`config.mk`:
```
export PLATFORM = sky130hd
export DESIGN_NAME = systolic_feeder
export DESIGN_NICKNAME = d
export VERILOG_FILES = /design/src/rtl/systolic_pkg.sv /design/src/rtl/systolic_skew_line.sv /design/src/rtl/systolic_feeder.sv
export SDC_FILE = /design/constraint.sdc
export NUM_CORES = 2
export LEC_CHECK = 0
export CAP_MARGIN = 0
export CORE_AREA = 2 2 459 461
export CTS_CLUSTER_SIZE = 20
export DETAILED_ROUTE_END_ITERATION = 16
export DIE_AREA = 0 0 461 463
export GPL_TIMING_DRIVEN = 0
export PLACE_DENSITY = 0.43
export SKIP_LAST_GASP = 1
export SYNTH_ARGS = -nofsm -noshare
export SYNTH_HDL_FRONTEND = slang
export SYNTH_SLANG_ARGS = --single-unit
```
`constraint.sdc`:
```
create_clock -name clk -period 3.1 [get_ports clk]
set_clock_uncertainty 0.2 [all_clocks]
set_input_delay 0.775 -clock clk [delete_from_list [all_inputs] [get_ports clk]]
set_output_delay 0.775 -clock clk [all_outputs]
set_load 0.02 [all_outputs]
```
`src/rtl/systolic_pkg.sv`:
```
// systolic_pkg: shared FSM state type and sizing helpers for the systolic feeder.
package systolic_pkg;

    typedef enum logic [2:0] {IDLE, WFILL, WPUSH, STREAM, DRAIN} state_t;

    function automatic int drain_cycles(input int rows, input int cols, input int skew);
        return (rows + cols - 1) * skew;
    endfunction

    function automatic int lane_lo(input int lane, input int width);
        return lane * width;
    endfunction

endpackage

```
`src/rtl/systolic_skew_line.sv`:
```
// systolic_skew_line: DEPTH-stage enabled delay line; DEPTH of zero is a plain wire.
module systolic_skew_line #(
    parameter int DEPTH = 1,
    parameter int WIDTH = 32
) (
    input  logic             clk,
    input  logic             reset,
    input  logic             en,
    input  logic [WIDTH-1:0] d,
    output logic [WIDTH-1:0] q
);

    generate
        if (DEPTH == 0) begin : g_pass
            logic unused_ctl;
            assign unused_ctl = ^{clk, reset, en};
            assign q = d;
        end else begin : g_sr
            logic [WIDTH-1:0] sr [DEPTH];
            always_ff @(posedge clk or negedge reset)
                if (!reset) begin
                    for (int i = 0; i < DEPTH; i++) sr[i] <= '0;
                end else if (en) begin
                    sr[0] <= d;
                    for (int i = 1; i < DEPTH; i++) sr[i] <= sr[i-1];
                end
            assign q = sr[DEPTH-1];
        end
    endgenerate

endmodule

```
`src/rtl/systolic_feeder.sv`:
```
// systolic_feeder: loads a weight tile down the PE columns, then streams row-skewed activations and flushes.
module systolic_feeder
    import systolic_pkg::*;
#(
    parameter int ROWS      = 4,
    parameter int COLS      = 4,
    parameter int DATA_SIZE = 32,
    parameter int SKEW      = 4,
    parameter int MAX_K     = 256,
    localparam int KW       = $clog2(MAX_K + 1)
) (
    input  logic                      clk,
    input  logic                      reset,
    input  logic                      cfg_start,
    input  logic [KW-1:0]             cfg_k,
    output logic                      busy,
    output logic                      done,
    input  logic                      w_valid,
    output logic                      w_ready,
    input  logic [COLS*DATA_SIZE-1:0] w_data,
    input  logic                      a_valid,
    output logic                      a_ready,
    input  logic [ROWS*DATA_SIZE-1:0] a_data,
    output logic [ROWS-1:0]           pe_enable,
    output logic [ROWS-1:0]           pe_ld_weight,
    output logic [ROWS*DATA_SIZE-1:0] pe_in_data,
    output logic [COLS*DATA_SIZE-1:0] pe_in_sum
);

    localparam int DRAIN_N = drain_cycles(ROWS, COLS, SKEW);
    localparam int CW      = $clog2(ROWS + 1);
    localparam int DW      = $clog2(DRAIN_N + 1);

    state_t                     state, state_n;
    logic [CW-1:0]              cnt, cnt_n;
    logic [KW-1:0]              k_reg, k_n, kcnt, kcnt_n;
    logic [DW-1:0]              dcnt, dcnt_n;
    logic [COLS*DATA_SIZE-1:0]  stack [ROWS];
    logic [COLS*DATA_SIZE-1:0]  sum_n;
    logic [ROWS*DATA_SIZE-1:0]  line_q;
    logic                       w_hs, a_hs, shift;

    assign w_hs  = w_valid && w_ready;
    assign a_hs  = a_valid && a_ready;
    assign shift = state inside {STREAM, DRAIN};

    // cnt counts weight beats up during fill and pops down during push
    always_comb begin
        state_n = state;
        cnt_n   = cnt;
        k_n     = k_reg;
        kcnt_n  = kcnt;
        dcnt_n  = dcnt;
        sum_n   = '0;
        case (state)
            IDLE: if (cfg_start) begin
                state_n = WFILL;
                k_n     = cfg_k;
                cnt_n   = '0;
                kcnt_n  = '0;
            end
            WFILL: if (w_hs) begin
                cnt_n = cnt + 1'b1;
                if (cnt == CW'(ROWS - 1)) begin
                    state_n = WPUSH;
                    sum_n   = w_data;
                end
            end
            WPUSH: begin
                cnt_n = cnt - 1'b1;
                if (cnt == CW'(1)) begin
                    state_n = (k_reg == '0) ? DRAIN : STREAM;
                    dcnt_n  = DW'(DRAIN_N - 1);
                end else begin
                    sum_n = stack[1];
                end
            end
            STREAM: if (a_hs) begin
                kcnt_n = kcnt + 1'b1;
                if (kcnt_n == k_reg) begin
                    state_n = DRAIN;
                    dcnt_n  = DW'(DRAIN_N - 1);
                end
            end
            DRAIN: begin
                state_n = (dcnt == '0) ? IDLE : DRAIN;
                dcnt_n  = (dcnt == '0) ? dcnt : dcnt - 1'b1;
            end
            default: state_n = IDLE;
        endcase
    end

    always_ff @(posedge clk or negedge reset)
        if (!reset) begin
            state        <= IDLE;
            cnt          <= '0;
            k_reg        <= '0;
            kcnt         <= '0;
            dcnt         <= '0;
            busy         <= 1'b0;
            done         <= 1'b0;
            w_ready      <= 1'b0;
            a_ready      <= 1'b0;
            pe_enable    <= '0;
            pe_ld_weight <= '0;
            pe_in_sum    <= '0;
        end else begin
            state        <= state_n;
            cnt          <= cnt_n;
            k_reg        <= k_n;
            kcnt         <= kcnt_n;
            dcnt         <= dcnt_n;
            busy         <= state_n != IDLE;
            done         <= state_n == DRAIN && dcnt_n == '0;
            w_ready      <= state_n == WFILL;
            a_ready      <= state_n == STREAM;
            pe_enable    <= {ROWS{state_n inside {WPUSH, STREAM, DRAIN}}};
            pe_ld_weight <= {ROWS{state_n == WPUSH}};
            pe_in_sum    <= sum_n;
        end

    // Stack with top at index 0: the last row written is the first row pushed out
    always_ff @(posedge clk or negedge reset)
        if (!reset) begin
            for (int i = 0; i < ROWS; i++) stack[i] <= '0;
        end else if (w_hs) begin
            stack[0] <= w_data;
            for (int i = 1; i < ROWS; i++) stack[i] <= stack[i-1];
        end else if (state == WPUSH) begin
            for (int i = 0; i < ROWS - 1; i++) stack[i] <= stack[i+1];
            stack[ROWS-1] <= '0;
        end

    generate
        for (genvar r = 0; r < ROWS; r++) begin : g_row
            systolic_skew_line #(
                .DEPTH (r * SKEW),
                .WIDTH (DATA_SIZE)
            ) u_line (
                .clk   (clk),
                .reset (reset),
                .en    (shift),
                .d     (a_hs ? a_data[lane_lo(r, DATA_SIZE) +: DATA_SIZE] : '0),
                .q     (line_q[lane_lo(r, DATA_SIZE) +: DATA_SIZE])
            );
        end
    endgenerate

    always_ff @(posedge clk or negedge reset)
        if (!reset) pe_in_data <= '0;
        else if (shift) pe_in_data <= line_q;

endmodule

```
# Yosys cells after proc, flatten, opt, wreduce, memory -nomap -nowiden
# Index checks and enable logic that the tools add are counted.
# classes
add_sub_neg,4
eq_ne,14
mux,30
reduce_logical,16
# ops
operator,count
2-to-1 mux 512 bit,2
2-to-1 mux 128 bit,3
case mux 128 bit (2 select lines),1
2-to-1 mux 32 bit,4
2-to-1 mux 3 bit,10
2-to-1 mux 5 bit,4
2-to-1 mux 9 bit,2
case mux 9 bit (2 select lines),1
equality test 3 x 2 -> 1 bit (second input constant),5
case mux 3 bit (5 select lines),1
case mux 5 bit (3 select lines),1
logical NOT 5 bit,2
adder 9 x 1 -> 9 bit (second input constant),1
equality test 3 x 1 -> 1 bit (second input constant),3
equality test 9 bit,1
logical NOT 9 bit,1
case mux 3 bit (3 select lines),1
nonzero test 3 bit,3
equality test 3 bit (second input constant),2
inequality test 2 bit (second input constant),3
AND reduction 3 bit,2
nonzero test 2 bit,3
subtractor 5 x 1 -> 5 bit (second input constant),1
adder 3 x 1 -> 3 bit (second input constant),1
other kinds (4),6
# totals
reg_bits,1571
input_bits,270
out_inout_bits,268
wordCells,105

# Depth between registers and ports, before layout
# logic_depth
word_depth,7
mapped_depth,9
ltp_nobuf,8

# Hierarchy
# A second synthesis with hierarchy kept.
# unflattened
cells_unflattened,5325
area_unflattened_um2,63920.1
# modules_own_cells
module,n_inst,cells_per_inst,area_per_inst_um2,seq_area_each_um2
systolic_feeder,1,3576,34068.9,20094.3
systolic_skew_line at g_row[3].u_line,1,843,14714.1,9609.2
systolic_skew_line at g_row[2].u_line,1,572,9834.4,6406.1
systolic_skew_line at g_row[1].u_line,1,302,5062.4,3203.1
systolic_skew_line at g_row[0].u_line,1,32,240.2,0.0

# Worst setup path before layout
# Ideal clock, no wire load.
# synth_path
kind,register to register
startpoint,register kcnt[0]
endpoint,register dcnt[0]
setup_ps,69
t_arrival_ps,2137
required_time_ps,2831
setup_slack_ps,694
stages_incl_launch_ff,9
n_path_buf,1
synth_period_minus_slack_ps,2406
cell_sequence,dfrtp_1 -> ha_1 -> clkbuf_2 -> nand2_1 -> or3_4 -> xnor2_1 -> nor4_2 -> or4b_4 -> nand3_1
# synth_via
elab_chain_cells,5
# synth_rtl
element,line_no,text
start: declaration,systolic_feeder.sv:36,"logic [KW-1:0] k_reg, k_n, kcnt, kcnt_n;"
start signal: assignment,systolic_feeder.sv:111,kcnt <= kcnt_n;
adder 9 x 1 -> 9 bit,systolic_feeder.sv:79,kcnt_n = kcnt + 1'b1;
equality test 9 bit,systolic_feeder.sv:80,if (kcnt_n == k_reg) begin
2-to-1 mux 5 bit,systolic_feeder.sv:80,
2-to-1 mux 5 bit,systolic_feeder.sv:78,STREAM: if (a_hs) begin
case mux 5 bit (3 select lines),systolic_feeder.sv:55,case (state)
via dcnt_n[0],systolic_feeder.sv:37,"logic [DW-1:0] dcnt, dcnt_n;"
end signal: assignment,systolic_feeder.sv:112,dcnt <= dcnt_n;
end: declaration,systolic_feeder.sv:37,
# The timed path passes the listed nets, and every way through them passes these cells.
# A chain may end at the register's enable or synchronous reset.

# Final worst setup path
# layout_path
startpoint,register cnt[0]
endpoint,register pe_in_sum[4]
# layout_via
elab_chain_cells,4
word_cells_on_any_way,6
classes_between,eq/ne: 2; mux: 4
# layout_rtl
element,line_no,text
start: declaration,systolic_feeder.sv:35,"logic [CW-1:0] cnt, cnt_n;"
start signal: assignment,systolic_feeder.sv:109,cnt <= cnt_n;
equality test 3 x 2 -> 1 bit,systolic_feeder.sv:64,if (cnt == CW'(ROWS - 1)) begin
2-to-1 mux 128 bit,systolic_feeder.sv:64,
2-to-1 mux 128 bit,systolic_feeder.sv:62,WFILL: if (w_hs) begin
case mux 128 bit (2 select lines) (*),systolic_feeder.sv:55,
via sum_n[4],systolic_feeder.sv:39,logic [COLS*DATA_SIZE-1:0] sum_n;
end signal: assignment,systolic_feeder.sv:119,pe_in_sum <= sum_n;
end: declaration,systolic_feeder.sv:27,output logic [COLS*DATA_SIZE-1:0] pe_in_sum
# Mark *: on every way through the listed nets, which the timed path passes. The rest lies on a longest branch.

==> impl_metrics.csv <==
group,metric,value,unit
status,outcome,"complete, but fails checks",
status,violations,"hold timing",
power_and_ir_drop,leakagePower,38.5,nW
setup_path,worstPathCellList,"ha_1, and2b_2, nor2_1, clkdlybuf4s15_1, clkbuf_2, a22o_1",
detailed_routing,drt_wl_total,196000,um
detailed_routing,ant_nets,0,
global_routing,grt_pass1_wl,307000,um
synthesis,synthArstFlopShare,100,%
sta,final.setup.worst_slack,105,ps
job,cap_violations,0,
sta,timing.fmax,0.334,GHz
layout,top_register,"g_row.u_line.g_sr.sr",
synthesis,synth_area,62200,um^2
layout,areaGrowthSynthToFinish,24.8,%
sta,min_period,3000,ps
synthesis,synth_cells,6957,
detailed_routing,vias_per_cell,4.55,
synthesis,synthFlopType,"dfrtp_1",
global_routing,grt.total_usage,18.5,%
setup_path,worst-setup-path-type,"flip-flop to flip-flop",
global_routing,use_met1,28.5,%
synthesis,yosysSeqAreaShare,63.2,%
global_routing,busiest_layer,"met1",
die,row_count,168,
global_routing,antenna_found_initial,20,
die,ios,538,
sta,rsz0062_at_grt,"false",
layout,final_net_count,7970,
placed_design,gp_congestion,0.800,
power_and_ir_drop,powerDensity,1010,nW/um^2
setup_path,critPathMaxFanout,11,
setup_path,r2r-start,"cnt[0]",
detailed_routing,vias,48400,
setup_path,worst_ep_required_time,3620,ps
worst_hold_path,hp-class,"input pin to asynchronous set/reset pin",
detailed_routing,drc,0,
global_routing,use_met3,2.85,%
sta,worstMarginPinSlew,1430,ps
die,die_area,213000,um^2
placed_design,portBuffers,537,
layout,largest_register_ffs,672,
detailed_routing,drt-wirelength-per-cell,18.4,um
setup_path,end_kind,"flip-flop",
setup_path,reg2reg_slack,100,ps
synthesis,synth_cell_types,58,
sta,setup_viol,0,
die,die_h,463,um
setup_path,critPathTopFamily,"buffers and inverters",
placed_design,place_ws,-1990,ps
layout,layout-drive-gt1-share,6.05,%
cts,cts.sinks,1571,
setup_path,cp_data_arrival_time,3510,ps
detailed_routing,dr.pass1.iters,5,
cts,cts_tree,"done",
synthesis,synth_edf_count,0,
cts,insertion_delay,820,ps
cts,cts_buffer_depth,3,
die,fp.dieW,461,um
cts,cts-root-buf,"clkbuf_16",
setup_path,cp_num_buf_inv,2,
global_routing,met2_usage,26.5,%
sta,max_slew_margin,4.71,%
detailed_routing,drtIter0Drc,3521,
power_and_ir_drop,vdd_drop_max,0.581,mV
synthesis,synth_seq_cells,1571,
layout,reg_top3,"g_row.u_line.g_sr.sr (672), stack (512)",
placed_design,hpwl,141000,um
placed_design,dpl-instance-area,71400,um^2
layout,stdcell_area,77600,um^2
setup_path,critPathLaunchType,"flip-flop",
global_routing,grt_max_degree,162,
setup_path,r2r.worst_path.cells,6,
setup_path,crit_slowest_cell,"clkdlybuf4s15_1",
sta,hold_viol,97,
die,core_area,209000,um^2
cts,clkSlewWorstSetupHoldPaths,60,ps
sta,fin_crit_sh,96.6,%
cts,cts_buffers,182,
synthesis,syn_avg_cell_area,8.94,um^2
sta,slew_violations,0,
sta,hold_ws,-287,ps
global_routing,grt_pass1_vias,50500,
cts,cts_htree_levels,4,
synthesis,synth_warnings,0,
synthesis,syn_nets,7233,
global_routing,overflow,0,
die,start_util,29.8,%
setup_path,cpPeakStageDelay,790,ps
setup_path,timing.rr.end,"pe_in_sum[4]",
-- report_power, final --
group	switching (mW)	leakage [nW]	internal [mW]	total, mW
logic	14.0	15.7	7.92	22.0
registers	5.60	19.9	29.2	34.8
clock network	8.84	2.91	12.6	21.4
-- worst max-delay path by stage --
stage,end,from,slack [ps],depth (start not counted)
after floorplan,dcnt[0],kcnt[0],690,8
after global placement,g_row[1].u_line.q[6],reset,-73800,1
after detailed placement,g_row[1].u_line.q[6],reset,-1990,6
after CTS,pe_in_data[112],state[1],5,8
after global routing,pe_in_sum[4],cnt[1],8,7
final,pe_in_sum[4],cnt[0],100,6
-- layout by cell type (no fill, tap or decap), drive strengths merged, types with 32 or more instances in the layout --
cell / instances
nand2: 3616
dfrtp: 1571
clkbuf: 610
clkdlybuf4s50: 536
nor2: 402
a31oi: 386
o21ai: 152
buf: 143
nand3: 133
a22o: 128
clkinv: 32
-- Yosys cell counts (all sizes together), types with 2 or more instances --
cell type	count	share of area, %
ha	6	0.12
nor2	402	2.4
nand3	133	1.1
a211oi	2	0.032
and2	5	0.050
nand2b	2	0.020
o31ai	4	0.048
xor2	7	0.099
dfrtp	1571	63
nor4	2	0.030
and4	2	0.032
and3	4	0.040
xnor2	7	0.099
buf	135	1.2
nor3	3	0.032
and2b	2	0.026
a22o	128	1.8
nor3b	3	0.044
nor2b	3	0.042
nand4	3	0.030
o21ai	152	1.2
a21oi	8	0.064
nand2	3616	22
o41ai	2	0.028
mux2	7	0.13
inv	10	0.060
clkbuf	335	2.0
a31oi	386	3.9
-- layout make-up --
cell class | count | area, um^2
inverters | 10 | 37.5
flip-flops and latches | 1571 | 39300
multi-input cells | 4906 | 20800
clock buffers | 272 | 5310
plain buffers | 469 | 2060
clock inverters | 50 | 651
diodes | 9 | 22.5
repair buffers | 554 | 5870
fillers | 21700 | 131000
well taps | 2805 | 3510
-- what timing repair did --
item                                    CTS  global route
buffers inserted                          0             0
endpoints found under the hold margin    97            97
cloned                                    5             1
resized for setup                        25            28
pin swaps                                 0             0
setup endpoints to repair              1392           547
-- per-layer routing --
layer	share of wire, %	vias to the layer above
li1	-	23700
met4	2.2	0
met3	4.8	271
met5	0	-
met2	42	1085
met1	51	23300
-- stage by stage --
stage	setup TNS (ps)	power (mW)	instances	utilization, %	hold WS [ps]
after floorplan	0	47.3	6957	-	239
after global placement	-	57.0	10300	34.1	249
after detailed placement	-1441720	57.3	10300	34.2	256
after CTS	0	79.3	10600	37.2	-344
after global routing	0	84.1	10600	37.2	-303
final	0	78.1	10600	37.2	-287
-- logic make-up after synthesis --
group,synth area share (%)
xor+xnor,0.197
fa+ha+maj,0.121
compound gates,7.24
mux,0.127
buf+inv,3.28
flops,63.2
simple gates,25.8
No activity file was read; power rests on OpenSTA's default activity.
